File: src/rtl/fsk_tx_pkg.sv
// Shared definitions for the FSK transmit path: serializer FSM states and
// the default sync word/length that the receiver's sync detector also uses.
package fsk_tx_pkg;

    typedef enum logic [1:0] {
        IDLE = 2'd0,
        SYNC = 2'd1,
        DATA = 2'd2
    } tx_state_e;

    localparam int          DEF_SYNC_LEN  = 8;
    localparam logic [15:0] DEF_SYNC_WORD = 16'h00A5;

    // Select one bit of a sync word by run-time index (0..15)
    function automatic logic sync_bit(input logic [15:0] word, input int idx);
        logic b;
        b = 1'b0;
        for (int i = 0; i < 16; i++) begin
            if (i == idx) begin
                b = word[i];
            end
        end
        return b;
    endfunction

endpackage

File: src/rtl/fsk_frame_serializer_if.sv
// Sample handshake plus modulator-side outputs of the frame serializer.
// The master is the ADC capture side; the slave is the serializer.
interface fsk_frame_serializer_if #(
    parameter int WIDTH = 16,
    parameter int DEPTH = 4
);
    logic [WIDTH-1:0]         sample_in;
    logic                     sample_valid;
    logic                     sample_ready;
    logic                     ctrl_bit;
    logic                     ctrl_en;
    logic                     frame_start;
    logic                     overflow;
    logic [$clog2(DEPTH):0]   fifo_level;

    modport master (
        output sample_in,
        output sample_valid,
        input  sample_ready,
        input  ctrl_bit,
        input  ctrl_en,
        input  frame_start,
        input  overflow,
        input  fifo_level
    );

    modport slave (
        input  sample_in,
        input  sample_valid,
        output sample_ready,
        output ctrl_bit,
        output ctrl_en,
        output frame_start,
        output overflow,
        output fifo_level
    );
endinterface

File: src/rtl/sample_fifo.sv
// Small synchronous FIFO for ADC samples. The caller guarantees push only
// when not full and pop only when not empty; pointers wrap modulo DEPTH.
module sample_fifo #(
    parameter int WIDTH = 16,
    parameter int DEPTH = 4
) (
    input  logic                   clk_16,
    input  logic                   reset,
    input  logic                   push,
    input  logic                   pop,
    input  logic [WIDTH-1:0]       wr_data,
    output logic [WIDTH-1:0]       rd_data,
    output logic [$clog2(DEPTH):0] level
);
    localparam int PTR_W = $clog2(DEPTH);
    localparam int LVL_W = PTR_W + 1;

    logic [WIDTH-1:0] mem_q [DEPTH];
    logic [WIDTH-1:0] mem_d [DEPTH];
    logic [PTR_W-1:0] wr_ptr_q, wr_ptr_d;
    logic [PTR_W-1:0] rd_ptr_q, rd_ptr_d;
    logic [LVL_W-1:0] level_q, level_d;

    // Next-state for storage, pointers and occupancy
    always_comb begin
        mem_d    = mem_q;
        wr_ptr_d = wr_ptr_q;
        rd_ptr_d = rd_ptr_q;
        level_d  = level_q;
        if (push) begin
            mem_d[wr_ptr_q] = wr_data;
            wr_ptr_d        = wr_ptr_q + PTR_W'(1);
        end
        if (pop) begin
            rd_ptr_d = rd_ptr_q + PTR_W'(1);
        end
        if (push && !pop) begin
            level_d = level_q + LVL_W'(1);
        end else if (pop && !push) begin
            level_d = level_q - LVL_W'(1);
        end
    end

    // Pointer and level registers are cleared by reset
    always_ff @(posedge clk_16 or negedge reset) begin
        if (!reset) begin
            wr_ptr_q <= '0;
            rd_ptr_q <= '0;
            level_q  <= '0;
        end else begin
            wr_ptr_q <= wr_ptr_d;
            rd_ptr_q <= rd_ptr_d;
            level_q  <= level_d;
        end
    end

    // Sample storage needs no reset; empty entries are never read
    always_ff @(posedge clk_16) begin
        mem_q <= mem_d;
    end

    assign rd_data = mem_q[rd_ptr_q];
    assign level   = level_q;

endmodule

File: src/rtl/fsk_frame_serializer.sv
// Framed parallel-to-serial stage feeding the FSK modulator. Buffers samples,
// prefixes each with the sync word and shifts one bit per clk_16 cycle.
module fsk_frame_serializer
    import fsk_tx_pkg::*;
#(
    parameter int          WIDTH     = 16,
    parameter int          DEPTH     = 4,
    parameter int          SYNC_LEN  = DEF_SYNC_LEN,
    parameter logic [15:0] SYNC_WORD = DEF_SYNC_WORD,
    parameter bit          MSB_FIRST = 1'b0,
    parameter bit          SKIP_ZERO = 1'b1
) (
    input  logic                  clk_16,
    input  logic                  reset,
    fsk_frame_serializer_if.slave bus
);
    localparam int LVL_W = $clog2(DEPTH) + 1;
    localparam int CNT_W = $clog2((WIDTH > SYNC_LEN) ? WIDTH : SYNC_LEN) + 1;

    tx_state_e        state_q, state_d;
    logic [CNT_W-1:0] cnt_q, cnt_d;
    logic [WIDTH-1:0] shift_q, shift_d;
    logic             ctrl_bit_q, ctrl_bit_d;
    logic             ctrl_en_q, ctrl_en_d;
    logic             frame_start_q, frame_start_d;
    logic             overflow_q, overflow_d;

    logic [LVL_W-1:0] fifo_level;
    logic [WIDTH-1:0] fifo_head;
    logic             ready;
    logic             accept;
    logic             push;
    logic             pop;
    logic             begin_frame;
    logic             data_bit;
    logic [WIDTH-1:0] shift_next;

    sample_fifo #(
        .WIDTH (WIDTH),
        .DEPTH (DEPTH)
    ) u_fifo (
        .clk_16  (clk_16),
        .reset   (reset),
        .push    (push),
        .pop     (pop),
        .wr_data (bus.sample_in),
        .rd_data (fifo_head),
        .level   (fifo_level)
    );

    assign ready  = (fifo_level < LVL_W'(DEPTH));
    assign accept = bus.sample_valid && ready;
    assign push   = accept && !(SKIP_ZERO && (bus.sample_in == '0));

    assign data_bit   = MSB_FIRST ? shift_q[WIDTH-1] : shift_q[0];
    assign shift_next = MSB_FIRST ? {shift_q[WIDTH-2:0], 1'b0}
                                  : {1'b0, shift_q[WIDTH-1:1]};

    // Overflow is sticky once a sample arrives while the FIFO is full
    always_comb begin
        overflow_d = overflow_q | (bus.sample_valid & ~ready);
    end

    // Frame sequencing: next state, counter, shifter and the registered outputs
    always_comb begin
        state_d       = state_q;
        cnt_d         = cnt_q;
        shift_d       = shift_q;
        ctrl_bit_d    = 1'b0;
        ctrl_en_d     = 1'b0;
        frame_start_d = 1'b0;
        pop           = 1'b0;
        begin_frame   = 1'b0;

        case (state_q)
            IDLE: begin
                if (fifo_level != '0) begin
                    begin_frame = 1'b1;
                end
            end
            SYNC: begin
                ctrl_en_d = 1'b1;
                if (cnt_q != '0) begin
                    cnt_d      = cnt_q - CNT_W'(1);
                    ctrl_bit_d = sync_bit(SYNC_WORD, int'(cnt_q) - 1);
                end else begin
                    state_d    = DATA;
                    cnt_d      = CNT_W'(WIDTH - 1);
                    ctrl_bit_d = data_bit;
                    shift_d    = shift_next;
                end
            end
            DATA: begin
                if (cnt_q != '0) begin
                    ctrl_en_d  = 1'b1;
                    cnt_d      = cnt_q - CNT_W'(1);
                    ctrl_bit_d = data_bit;
                    shift_d    = shift_next;
                end else if (fifo_level != '0) begin
                    begin_frame = 1'b1;
                end else begin
                    state_d = IDLE;
                end
            end
            default: begin
                state_d = IDLE;
            end
        endcase

        if (begin_frame) begin
            pop           = 1'b1;
            shift_d       = fifo_head;
            cnt_d         = CNT_W'(SYNC_LEN - 1);
            state_d       = SYNC;
            ctrl_bit_d    = sync_bit(SYNC_WORD, SYNC_LEN - 1);
            ctrl_en_d     = 1'b1;
            frame_start_d = 1'b1;
        end
    end

    // State and output registers; reset abandons any frame in flight
    always_ff @(posedge clk_16 or negedge reset) begin
        if (!reset) begin
            state_q       <= IDLE;
            cnt_q         <= '0;
            shift_q       <= '0;
            ctrl_bit_q    <= 1'b0;
            ctrl_en_q     <= 1'b0;
            frame_start_q <= 1'b0;
            overflow_q    <= 1'b0;
        end else begin
            state_q       <= state_d;
            cnt_q         <= cnt_d;
            shift_q       <= shift_d;
            ctrl_bit_q    <= ctrl_bit_d;
            ctrl_en_q     <= ctrl_en_d;
            frame_start_q <= frame_start_d;
            overflow_q    <= overflow_d;
        end
    end

    assign bus.sample_ready = ready;
    assign bus.ctrl_bit     = ctrl_bit_q;
    assign bus.ctrl_en      = ctrl_en_q;
    assign bus.frame_start  = frame_start_q;
    assign bus.overflow     = overflow_q;
    assign bus.fifo_level   = fifo_level;

endmodule

File: src/flat_wrapper.sv
// flat-port wrapper written by rule: the top's interface ports become plain ports
module fsk_frame_serializer_flat import fsk_tx_pkg::*;
#(
    parameter int          WIDTH     = 16,
    parameter int          DEPTH     = 4,
    parameter int          SYNC_LEN  = DEF_SYNC_LEN,
    parameter logic [15:0] SYNC_WORD = DEF_SYNC_WORD,
    parameter bit          MSB_FIRST = 1'b0,
    parameter bit          SKIP_ZERO = 1'b1
)
  (clk_16, reset, bus_sample_in, bus_sample_valid, bus_sample_ready, bus_ctrl_bit, bus_ctrl_en, bus_frame_start, bus_overflow, bus_fifo_level);
  fsk_frame_serializer_if #(.WIDTH(WIDTH), .DEPTH(DEPTH)) bus_i ();
  input  logic clk_16;
  input  logic reset;
  input wire logic [$bits(bus_i.sample_in)-1:0] bus_sample_in;
  input wire logic [$bits(bus_i.sample_valid)-1:0] bus_sample_valid;
  output wire logic [$bits(bus_i.sample_ready)-1:0] bus_sample_ready;
  output wire logic [$bits(bus_i.ctrl_bit)-1:0] bus_ctrl_bit;
  output wire logic [$bits(bus_i.ctrl_en)-1:0] bus_ctrl_en;
  output wire logic [$bits(bus_i.frame_start)-1:0] bus_frame_start;
  output wire logic [$bits(bus_i.overflow)-1:0] bus_overflow;
  output wire logic [$bits(bus_i.fifo_level)-1:0] bus_fifo_level;
  assign bus_i.sample_in = bus_sample_in;
  assign bus_i.sample_valid = bus_sample_valid;
  assign bus_sample_ready = bus_i.sample_ready;
  assign bus_ctrl_bit = bus_i.ctrl_bit;
  assign bus_ctrl_en = bus_i.ctrl_en;
  assign bus_frame_start = bus_i.frame_start;
  assign bus_overflow = bus_i.overflow;
  assign bus_fifo_level = bus_i.fifo_level;
  fsk_frame_serializer #(.WIDTH(WIDTH), .DEPTH(DEPTH), .SYNC_LEN(SYNC_LEN), .SYNC_WORD(SYNC_WORD), .MSB_FIRST(MSB_FIRST), .SKIP_ZERO(SKIP_ZERO)) u_core (.clk_16(clk_16), .reset(reset), .bus(bus_i));
endmodule
File: config.mk
export PLATFORM = sky130hd
export DESIGN_NAME = fsk_frame_serializer_flat
export DESIGN_NICKNAME = d
export VERILOG_FILES = /design/src/rtl/fsk_tx_pkg.sv /design/src/rtl/fsk_frame_serializer_if.sv /design/src/rtl/sample_fifo.sv /design/src/rtl/fsk_frame_serializer.sv /design/src/flat_wrapper.sv
export SDC_FILE = /design/constraint.sdc
export NUM_CORES = 1
export LEC_CHECK = 0
export ABC_AREA = 1
export CAP_MARGIN = 20
export CORE_MARGIN = 2
export CORE_UTILIZATION = 55
export DETAILED_ROUTE_END_ITERATION = 12
export PLACE_DENSITY = 0.74
export SETUP_SLACK_MARGIN = 0.1
export SYNTH_ARGS = -nofsm -noshare
export SYNTH_HDL_FRONTEND = slang
export SYNTH_SLANG_ARGS = --single-unit
File: constraint.sdc
create_clock -name clk_16 -period 2.6 [get_ports clk_16]
set_input_delay 0.39 -clock clk_16 [delete_from_list [all_inputs] [get_ports clk_16]]
set_output_delay 0.39 -clock clk_16 [all_outputs]
set_load 0.05 [all_outputs]
; After elaboration in Yosys (flattened, before gate mapping)
; Cells that the tools add are included.
[totals]
elab_cells = 117
output_inout_bits = 8
regBits = 98
in_bits = 19
[op_classes]
n_mux = 48
eq_ne = 22
n_reduce_logical = 18
bitwise_logic = 5
magnitude_cmp = 4
addsub = 6
[ops]
columns = op, n
row1 = $eq A5 B32 Y1 const A, 8
row2 = $eq A4 B32 Y1 const A, 4
row3 = $mux W16, 6
row4 = $bwmux W64, 1
row5 = $eq A3 B32 Y1 const A, 2
row6 = $bmux W16 S2, 1
row7 = $demux W16 S2, 1
row8 = $eq A2 B32 Y1 const A, 1
row9 = $logic_not A32 Y1, 1
row10 = $pmux W16 S2, 1
row11 = $mux W1, 24
row12 = $logic_not A16 Y1, 1
row13 = $mux W5, 3
row14 = $pmux W5 S2, 1
row15 = $ne A3 B2 Y1 const B, 3
row16 = $mux W2, 4
row17 = $ge A3 B3 Y1 const B, 2
row18 = $mux W3, 2
row19 = $not A2 Y3, 2
row20 = $pmux W1 S2, 3
row21 = $pmux W2 S3, 1
row22 = $reduce_bool A3 Y1, 2
row23 = $sub A5 B1 Y6 const B, 1
row24 = $logic_and A1 B1 Y1, 5
row25 = 20 further kinds, 23

; Longest topological paths before layout
[logic_depth]
ltp_word = 21
depth_mapped = 14
ltp_nobuf = 14

; Modules after synthesis
; From an unflattened synthesis, not the netlist that was laid out.
[hier_totals]
cells_unflattened = 430
hier_area_um2 = 4770.8
[modules_own_cells]
columns = module, n_inst, cells_each, seq_area_each_um2, area_per_inst_um2
row1 = sample_fifo, 1, 232, 2097.0, 3199.3
row2 = fsk_frame_serializer, 1, 198, 675.6, 1571.5

; Worst setup path before layout
; OpenSTA, ideal clock, no wires.
[synth_path]
path_type = register to register
startpoint = reg u_core.u_fifo.level_q[2] (netlist: u_core.u_fifo.level[2])
endpoint = reg u_core.u_fifo.level_q[2] (netlist: u_core.u_fifo.level[2])
arrival_time_ns = 2.343
setup_ns = 0.143
stages_incl_launch_ff = 10
synth_period_minus_slack_ns = 2.486
required_ns = 2.457
setup_slack_ns = 0.114
path_cell_list = dfrtp_1 -> inv_1 -> nand3_1 -> inv_1 -> ha_1 -> inv_1 -> fa_1 -> a21oi_1 -> o21ai_0 -> xor2_1
[synth_between]
word_cells_on_any_way = 17
cone_classes = add/sub (2) / order compare (1) / mux (6) / reduce/logical (8)
[synth_rtl]
columns = element, line_no
row1 = start: declaration, sample_fifo.sv:22  ; logic [LVL_W-1:0] level_q, level_d;
row2 = start signal: assignment, sample_fifo.sv:53  ; level_q <= level_d;
row3 = $lt A3 B3 Y1 *, fsk_frame_serializer.sv:51  ; assign ready = (fifo_level < LVL_W'(DEPTH));
row4 = net bus_sample_ready, flat_wrapper.sv:17  ; output wire logic [$bits(bus_i.sample_ready)-1:0] bus_sample_ready;
row5 = $logic_and A1 B1 Y1 *, fsk_frame_serializer.sv:52  ; assign accept = bus.sample_valid && ready;
row6 = $logic_and A1 B1 Y1 *, fsk_frame_serializer.sv:53  ; assign push = accept && !(SKIP_ZERO && (bus.sample_in == '0));
row7 = net u_core.push, fsk_frame_serializer.sv:32  ; logic push;
row8 = $logic_not A1 Y1, sample_fifo.sv:39  ; end else if (pop && !push) begin
row9 = $logic_and A1 B1 Y1, sample_fifo.sv:39
row10 = $reduce_bool A2 Y1 (no line), n/a
; The timed path passes the listed nets; every way through them passes the cells marked *. The select of a mux whose other input is x is not followed.
; A chain may end at the register's enable or synchronous reset.

; Worst setup path after layout
[layout_path]
startpoint = reg u_core.cnt_q[0]
endpoint = reg u_core.u_fifo.level_q[1] (netlist: u_core.u_fifo.level[1])
[layout_between]
elab_chain_len = 7
word_cells_on_any_way = 9
cone_classes = mux (4) / reduce/logical (5)
[layout_lines]
columns = element, line_no
row1 = start: declaration, fsk_frame_serializer.sv:21  ; logic [CNT_W-1:0] cnt_q, cnt_d;
row2 = start signal: assignment, fsk_frame_serializer.sv:133  ; cnt_q <= cnt_d;
row3 = $reduce_bool A5 Y1, fsk_frame_serializer.sv:94  ; if (cnt_q != '0) begin
row4 = $mux W1, fsk_frame_serializer.sv:94
row5 = $pmux W1 S2, fsk_frame_serializer.sv:75  ; case (state_q)
row6 = $mux W1, fsk_frame_serializer.sv:110  ; if (begin_frame) begin
row7 = $logic_not A1 Y1, sample_fifo.sv:37  ; if (push && !pop) begin
row8 = $logic_and A1 B1 Y1, sample_fifo.sv:37
row9 = $mux W3, sample_fifo.sv:37
row10 = net u_core.u_fifo.level_d[1], sample_fifo.sv:22
; The timed path passes the listed nets, and every way through them passes these cells.

==> flow_summary_export.csv <==
group,metric,value,unit
status,status,"completed",
sta,finalHoldViolCount,0,
placement,dp.cells,550,
die,core_area,0.00777,mm^2
sta,setup_tns,0,ns
cells_and_area,final_net_count,493,
global_routing,track_usage,20.1,%
logic_synthesis,synth_edf_count,64,
logic_synthesis,yosysWarnings,0,
sta,min_period,2.35,ns
global_routing,grt_pass1_wl,13200,um
logic_synthesis,synthFlopType,"edfxtp_1",
worst_setup_path,cpPeakStageDelay,0.45,ns
worst_setup_path,crit_type,"register to register",
routing,route.met2.wl,4110,um
sta,setup-violations-final,0,
clocking,insertion_delay,0.36,ns
placement,dp_hpwl,5090,um
routing,drc,0,
global_routing,grt_max_degree,35,
clocking,clk_pin_slew,0.09,ns
placement,port_buffers,26,
worst_setup_path,path_delay_family,"adder cells",
routing,vias_per_cell,5.16,
cells_and_area,drive_gt1_share,14.4,%
clocking,htreeDepth,3,
power_and_ir_drop,power,6.27,mW
hold_path,hp-class,"primary input to asynchronous set/reset pin",
global_routing,grt_pass1_vias,2790,
worst_setup_path,path_buf_inv,2,
worst_setup_path,worstPathArrival,2.60,ns
sta,worstMarginPinSlew,0.650,ns
sta,post-route-period-util,90.5,%
clocking,cts-root-buf,"clkbuf_8",
power_and_ir_drop,power.leakage,2.13,nW
cells_and_area,syn_to_final_growth,16.0,%
routing,met3WireLength,389,um
global_routing,antenna_found_initial,0,
worst_setup_path,critPathSlowestCell,"dfrtp_1",
logic_synthesis,syn_area_per_cell,10.7,um^2
cells_and_area,fill_cells,628,
power_and_ir_drop,comb_power_share,45.4,%
logic_synthesis,ys_ff_latch,98,
worst_setup_path,r2r_cells,11,
run,drv_cap,0,
die,die_area,0.00877,mm^2
power_and_ir_drop,ir_drop,533,uV
die,ios,27,
worst_setup_path,r2r_setup_slack,0.25,ns
routing,vias,2924,
power_and_ir_drop,power_density,1220,mW/mm^2
worst_setup_path,critPathMaxFanout,5,
sta,drv_slew,0,
logic_synthesis,synth_area,0.00442,mm^2
sta,slew_headroom,56.5,%
logic_synthesis,netlist-cell-type-count,36,
worst_setup_path,cp-start-kind,"register",
worst_setup_path,crit_path_end_kind,"register",
power_and_ir_drop,clkPwrFrac,18.2,%
routing,wl_per_cell,14.4,um
clocking,cts_buffers,9,
power_and_ir_drop,power.internal,3.70,mW
die,die_w,93.7,um
logic_synthesis,synth.net_count,446,
logic_synthesis,yosysSeqAreaShare,62.7,%
worst_setup_path,cp_num_cells,11,
logic_synthesis,syn_inst,413,
clocking,cts_tree,"yes",
power_and_ir_drop,seq_power_share,36.4,%
routing,wl_met1,3560,um
sta,fin_skew,0.0117,ns
cells_and_area,fin_util,66.0,%
die,dieHeight,93.7,um
power_and_ir_drop,swShare,41.0,%
routing,drt_iter0_drc,174,
cells_and_area,antenna_cells,0,
placement,gp_congestion,0.762,
cells_and_area,final_cells,567,
die,fp-row-count,32,
clocking,cts_setup_buffers,0,
sta,fmax,0.425,GHz
sta,grt_setup_unrepaired,"no",
routing,drt_first_pass_iters,5,
clocking,clock_sinks,98,
routing,drt_wl_total,8160,um
routing,ant_nets,0,
routing,top_layer,"met4",
worst_setup_path,required,2.84,ns
die,initial_core_util,56.9,%
worst_setup_path,cp_cell_sequence,"inv_1 -> ha_1 -> nand2_4 -> nor2_8 -> nand3_2 -> nand2_2 -> nand2_4 -> ha_1 -> inv_1 -> fa_1 -> mux2_2",
power_and_ir_drop,p_sw,2.57,mW
logic_synthesis,async_flop_share,34.7,%
clocking,cts_buffer_depth,2,
global_routing,grt.overflow.total,0,
==> what timing repair did <==
action                                  CTS  global route
endpoints found under the setup margin    0            16
hold buffers                              0             0
gates resized for setup                   0             1
==> worst register-to-register path, cell delays in order, from the launching register on <==
cell	delay (ns)
dfrtp_1	0.45
inv_1	0.16
ha_1	0.26
nand2_4	0.09
nor2_8	0.11
nand3_2	0.10
nand2_2	0.09
nand2_4	0.05
ha_1	0.18
inv_1	0.09
fa_1	0.41
mux2_2	0.26
==> synthesized netlist by cell type (2+ instances only) <==
master | instances | area share (%)
a21oi_1 | 7 | 0.79
a21oi_2 | 12 | 2.4
buf_2 | 6 | 0.68
buf_6 | 7 | 1.8
clkbuf_1 | 4 | 0.34
dfrtp_1 | 34 | 19
edfxtp_1 | 64 | 43
ha_1 | 13 | 3.7
inv_1 | 27 | 2.3
inv_2 | 2 | 0.17
nand2_1 | 123 | 10
nand2_2 | 3 | 0.42
nand2_4 | 3 | 0.76
nand3_1 | 36 | 4.1
nor2_1 | 26 | 2.2
nor4_1 | 2 | 0.28
o211ai_1 | 2 | 0.34
o21ai_0 | 20 | 2.3
o21ai_1 | 3 | 0.34
xor2_1 | 3 | 0.59
==> registers in the layout, indices dropped and copies added (netlist names), 2 cells and up <==
register	count
u_core.u_fifo.rd_ptr_q	2
u_core.cnt_q	5
u_core.u_fifo.mem_q	64
u_core.u_fifo.wr_ptr_q	2
u_core.shift_q	16
u_core.state_q	2
u_core.u_fifo.level	3
==> layout by cell type, fill, tap and decap left out, types with 2 or more instances in the layout <==
| master | n |
|---|---|
| nand2_1 | 123 |
| edfxtp_1 | 64 |
| nand3_1 | 36 |
| dfrtp_1 | 34 |
| inv_1 | 27 |
| nor2_1 | 26 |
| clkdlybuf4s50_1 | 26 |
| buf_4 | 26 |
| o21ai_0 | 20 |
| ha_1 | 13 |
| a21oi_2 | 12 |
| clkbuf_8 | 9 |
| a21oi_1 | 7 |
| nand2_4 | 3 |
| nand2_2 | 3 |
| o21ai_1 | 3 |
| xor2_1 | 3 |
| bufinv_16 | 3 |
| inv_2 | 2 |
| nor4_1 | 2 |
| clkinv_1 | 2 |
| o21ai_4 | 2 |
| o211ai_1 | 2 |
| clkbuf_1 | 2 |
==> power groups by stage <==
stage               sequential [mW]  clock (mW)  combinational [mW]
CTS                            2.28        1.16                2.78
floorplan                      2.43           0                2.12
global placement               2.30           0                2.70
global route                   2.33        1.23                3.19
detailed placement             2.32           0                2.77
finish                         2.28        1.14                2.85
==> cell families (layout without fill, tap and decap cells) <==
kind of cell / count (synthesis) / count (layout) / synth area share [%]
flops: 98 / 98 / 62.7
buf+inv: 48 / 99 / 5.49
compound gates: 49 / 50 / 7.19
mux: 1 / 1 / 0.255
simple gates: 199 / 199 / 19.4
xor+xnor: 4 / 4 / 0.793
fa+ha+maj: 14 / 14 / 4.13
==> final timing paths <==
path                                startpoint                         to
hold / removal                           reset          u_core.shift_q[2]
hold reg to reg            u_core.bus.overflow        u_core.bus.overflow
max in group asynchronous                reset  u_core.u_fifo.wr_ptr_q[0]
min in group clk_16        u_core.bus.overflow        u_core.bus.overflow
setup / recovery               u_core.cnt_q[0]     u_core.u_fifo.level[1]
setup reg to reg               u_core.cnt_q[0]     u_core.u_fifo.level[1]
==> per-stage QoR <==
step           hold WS (ns)  area [um^2]  setup WS [ns]
3_3_place_gp          0.438         4880         0.0557
4_1_cts               0.452         5110          0.233
3_5_place_dp          0.460         4880         0.0330
5_1_grt               0.472         5130          0.116
2_1_floorplan        0.0944         4420          0.114
6_report              0.436         5130          0.248
==> cell type report <==
type | instances | area [um^2] | share of cell area [%]
repair buffers | 52 | 455 | 8.88
flip-flops and latches | 98 | 2770 | 54.0
clock buffers | 11 | 131 | 2.56
well taps | 102 | 128 | 2.49
clock inverters | 5 | 103 | 2.00
inverters | 31 | 119 | 2.32
multi-input cells | 268 | 1420 | 27.7
==> routing by layer <==
metal / vias to the layer above / global-route usage [%]
li1: 1467 / -
met1: 1373 / 26.2
met2: 76 / 33.6
met4: 0 / 6.76
met5: - / 0
met3: 8 / 4.49
Note: power is estimated with default switching activity, not from simulation.
==> RTL change: new RTL, same flow settings <==
Make the reset (`reset`) synchronous in 2 clocked blocks.
--- a/src/rtl/sample_fifo.sv
+++ b/src/rtl/sample_fifo.sv
@@ -42,7 +42,7 @@
     end
 
     // Pointer and level registers are cleared by reset
-    always_ff @(posedge clk_16 or negedge reset) begin
+    always_ff @(posedge clk_16) begin
         if (!reset) begin
             wr_ptr_q <= '0;
             rd_ptr_q <= '0;
--- a/src/rtl/fsk_frame_serializer.sv
+++ b/src/rtl/fsk_frame_serializer.sv
@@ -119,7 +119,7 @@
     end
 
     // State and output registers; reset abandons any frame in flight
-    always_ff @(posedge clk_16 or negedge reset) begin
+    always_ff @(posedge clk_16) begin
         if (!reset) begin
             state_q       <= IDLE;
             cnt_q         <= '0;
Formal check against the unedited RTL: differs if reset is asserted again (counterexample within 4 cycles, from zero or initial values and one cycle with reset low); with reset held inactive, the same outputs for 10 cycles.
==> RTL change against the unedited design <==
  * Total power shrank 6.8%
  * Area after synthesis is 7.3% higher
  * Via count rose by 20%
  * Hold slack gained 0.040 ns
  * Combinational power down 6%
  * Sequential cell count stayed put
  * Wire length grew 12%
  * Sequential share of layout area is 5.5 points lower
  * Final area up 4.4%
  * Critical path depth rose by 1
  * Setup slack gained 0.12 ns
  * First-iteration DRC count increased by 45%
  * Critical endpoint is now u_core.u_fifo.level[2]$_SDFFE_PN0P_
  * Largest cell class unchanged
  * Largest power group unchanged
==> RTL change: results (changes against the unedited design) <==
* Outcome: finished, final reports clean (unchanged)
* Skew final at 0.009413 ns (was 0.01169 ns)
* CP max stage delay at 0.40 ns (was 0.45 ns)
* Non-CTS buffers at 43 (was 52)
* Critical Path AT at 2.49 ns (was 2.60 ns)
* Post-synth net total at 594 (was 446)
* Psw at 2.504 mW (was 2.570 mW)
* Filler cells at 697 (was 628)
* GR Layer Usage met3 at 0.03251 (was 0.04494)
* Compound-Gate Fraction of Synth Area at 0.03798 (was 0.07189)
* Metal3 WL at 477 microns (was 389 microns)
* Vias in the first global route at 3342 (was 2790)
* Wire length on met2 at 4.487 mm (was 4.114 mm)
* Overall global routing resource usage at 0.2048 (was 0.2009)
* P_clk at 1.04 mW (was 1.14 mW)
* M1 WL at 4.061 mm (was 3.558 mm)
* Yosys top cell area share at 0.4052 (was 0.4348)
* Worst-margin pin slew at 0.5441 ns (was 0.6500 ns)
* Vias at 3502 (was 2924)
* Layout clock area frac at 0.03948 (was 0.04561)
* Routed WL per cell at 12.99 microns (was 14.39 microns)
* Crit Path Max Fanout at 6 (was 5)
* Leakage at 2.458 nW (was 2.130 nW)
* Seq. cell area at 0.002603 sq mm (was 0.002773 sq mm)
* Share of cells above drive strength 1 at 0.07500 (was 0.1441)
* HP Class: reg -> reg (was in -> async)
* DP Wirelength at 6.017 mm (was 5.086 mm)
* Post-route cell area at 0.005356 sq mm (was 0.005130 sq mm)
* Area growth syn-to-layout at 12.93% (was 16.05%)
* RD Place Congestion at 0.8875 (was 0.7619)
* Vias per cell at 4.967 (was 5.157)
* Reg power frac at 0.362 (was 0.364)
* Mux cell area share after synthesis at 0 (was 0.002547)
* Synth Area in Adders at 0.03851 (was 0.04132)
* Commonest cells post-synth: 143 x nand2_1, 101 x inv_1, 72 x nor2_1 (was 123 x nand2_1, 64 x edfxtp_1, 36 x nand3_1)
* Sequential fraction of the synthesis area at 0.5487 (was 0.6272)
* GRT met2 Usage at 0.3419 (was 0.3357)
* DP Area at 0.005142 sq mm (was 0.004880 sq mm)
* Setup WS pre-CTS at 0.07339 ns (was 0.03299 ns)
* NonClk Buf Share at 0.07241 (was 0.08878)
* Comb_multi_in at 340 (was 268)
* WHS at 0.4765 ns (was 0.4362 ns)
* Nonclk inv count at 103 (was 31)
* Pin count of the biggest net entering global routing at 36 (was 35)
* Clock power share at 0.178 (was 0.182)
* First-pass GRT wire length at 15.49 mm (was 13.22 mm)
* Met1 Usage GRT at 0.2642 (was 0.2621)
* DRT iter0 DRCs at 253 (was 174)
* Synthesized area per cell at 8.455 sq um (was 10.70 sq um)
* Multi-input combinational area share at 0.3055 (was 0.2771)
RTL change: cell count changes in the layout (fill, tap and decap cells not counted), sizes merged, moves of 6 or more:
cell	delta
inv	+75
nor2	+46
dfrtp	-34
dfxtp	+34
nand3	+28
nand2	+19
buf	-9
a21oi	-7
o21ai	-6
RTL change: final timing paths:
kind,from,end,cells after the start
min,u_core.cnt_q[4]$_SDFFE_PP0P_,u_core.cnt_q[4]$_SDFFE_PP0P_,2
max,u_core.cnt_q[0]$_SDFFE_PN0P_,u_core.u_fifo.level[2]$_SDFFE_PN0P_,12
max reg2reg,u_core.cnt_q[0]$_SDFFE_PN0P_,u_core.u_fifo.level[2]$_SDFFE_PN0P_,12
min reg2reg,u_core.cnt_q[4]$_SDFFE_PP0P_,u_core.cnt_q[4]$_SDFFE_PP0P_,2
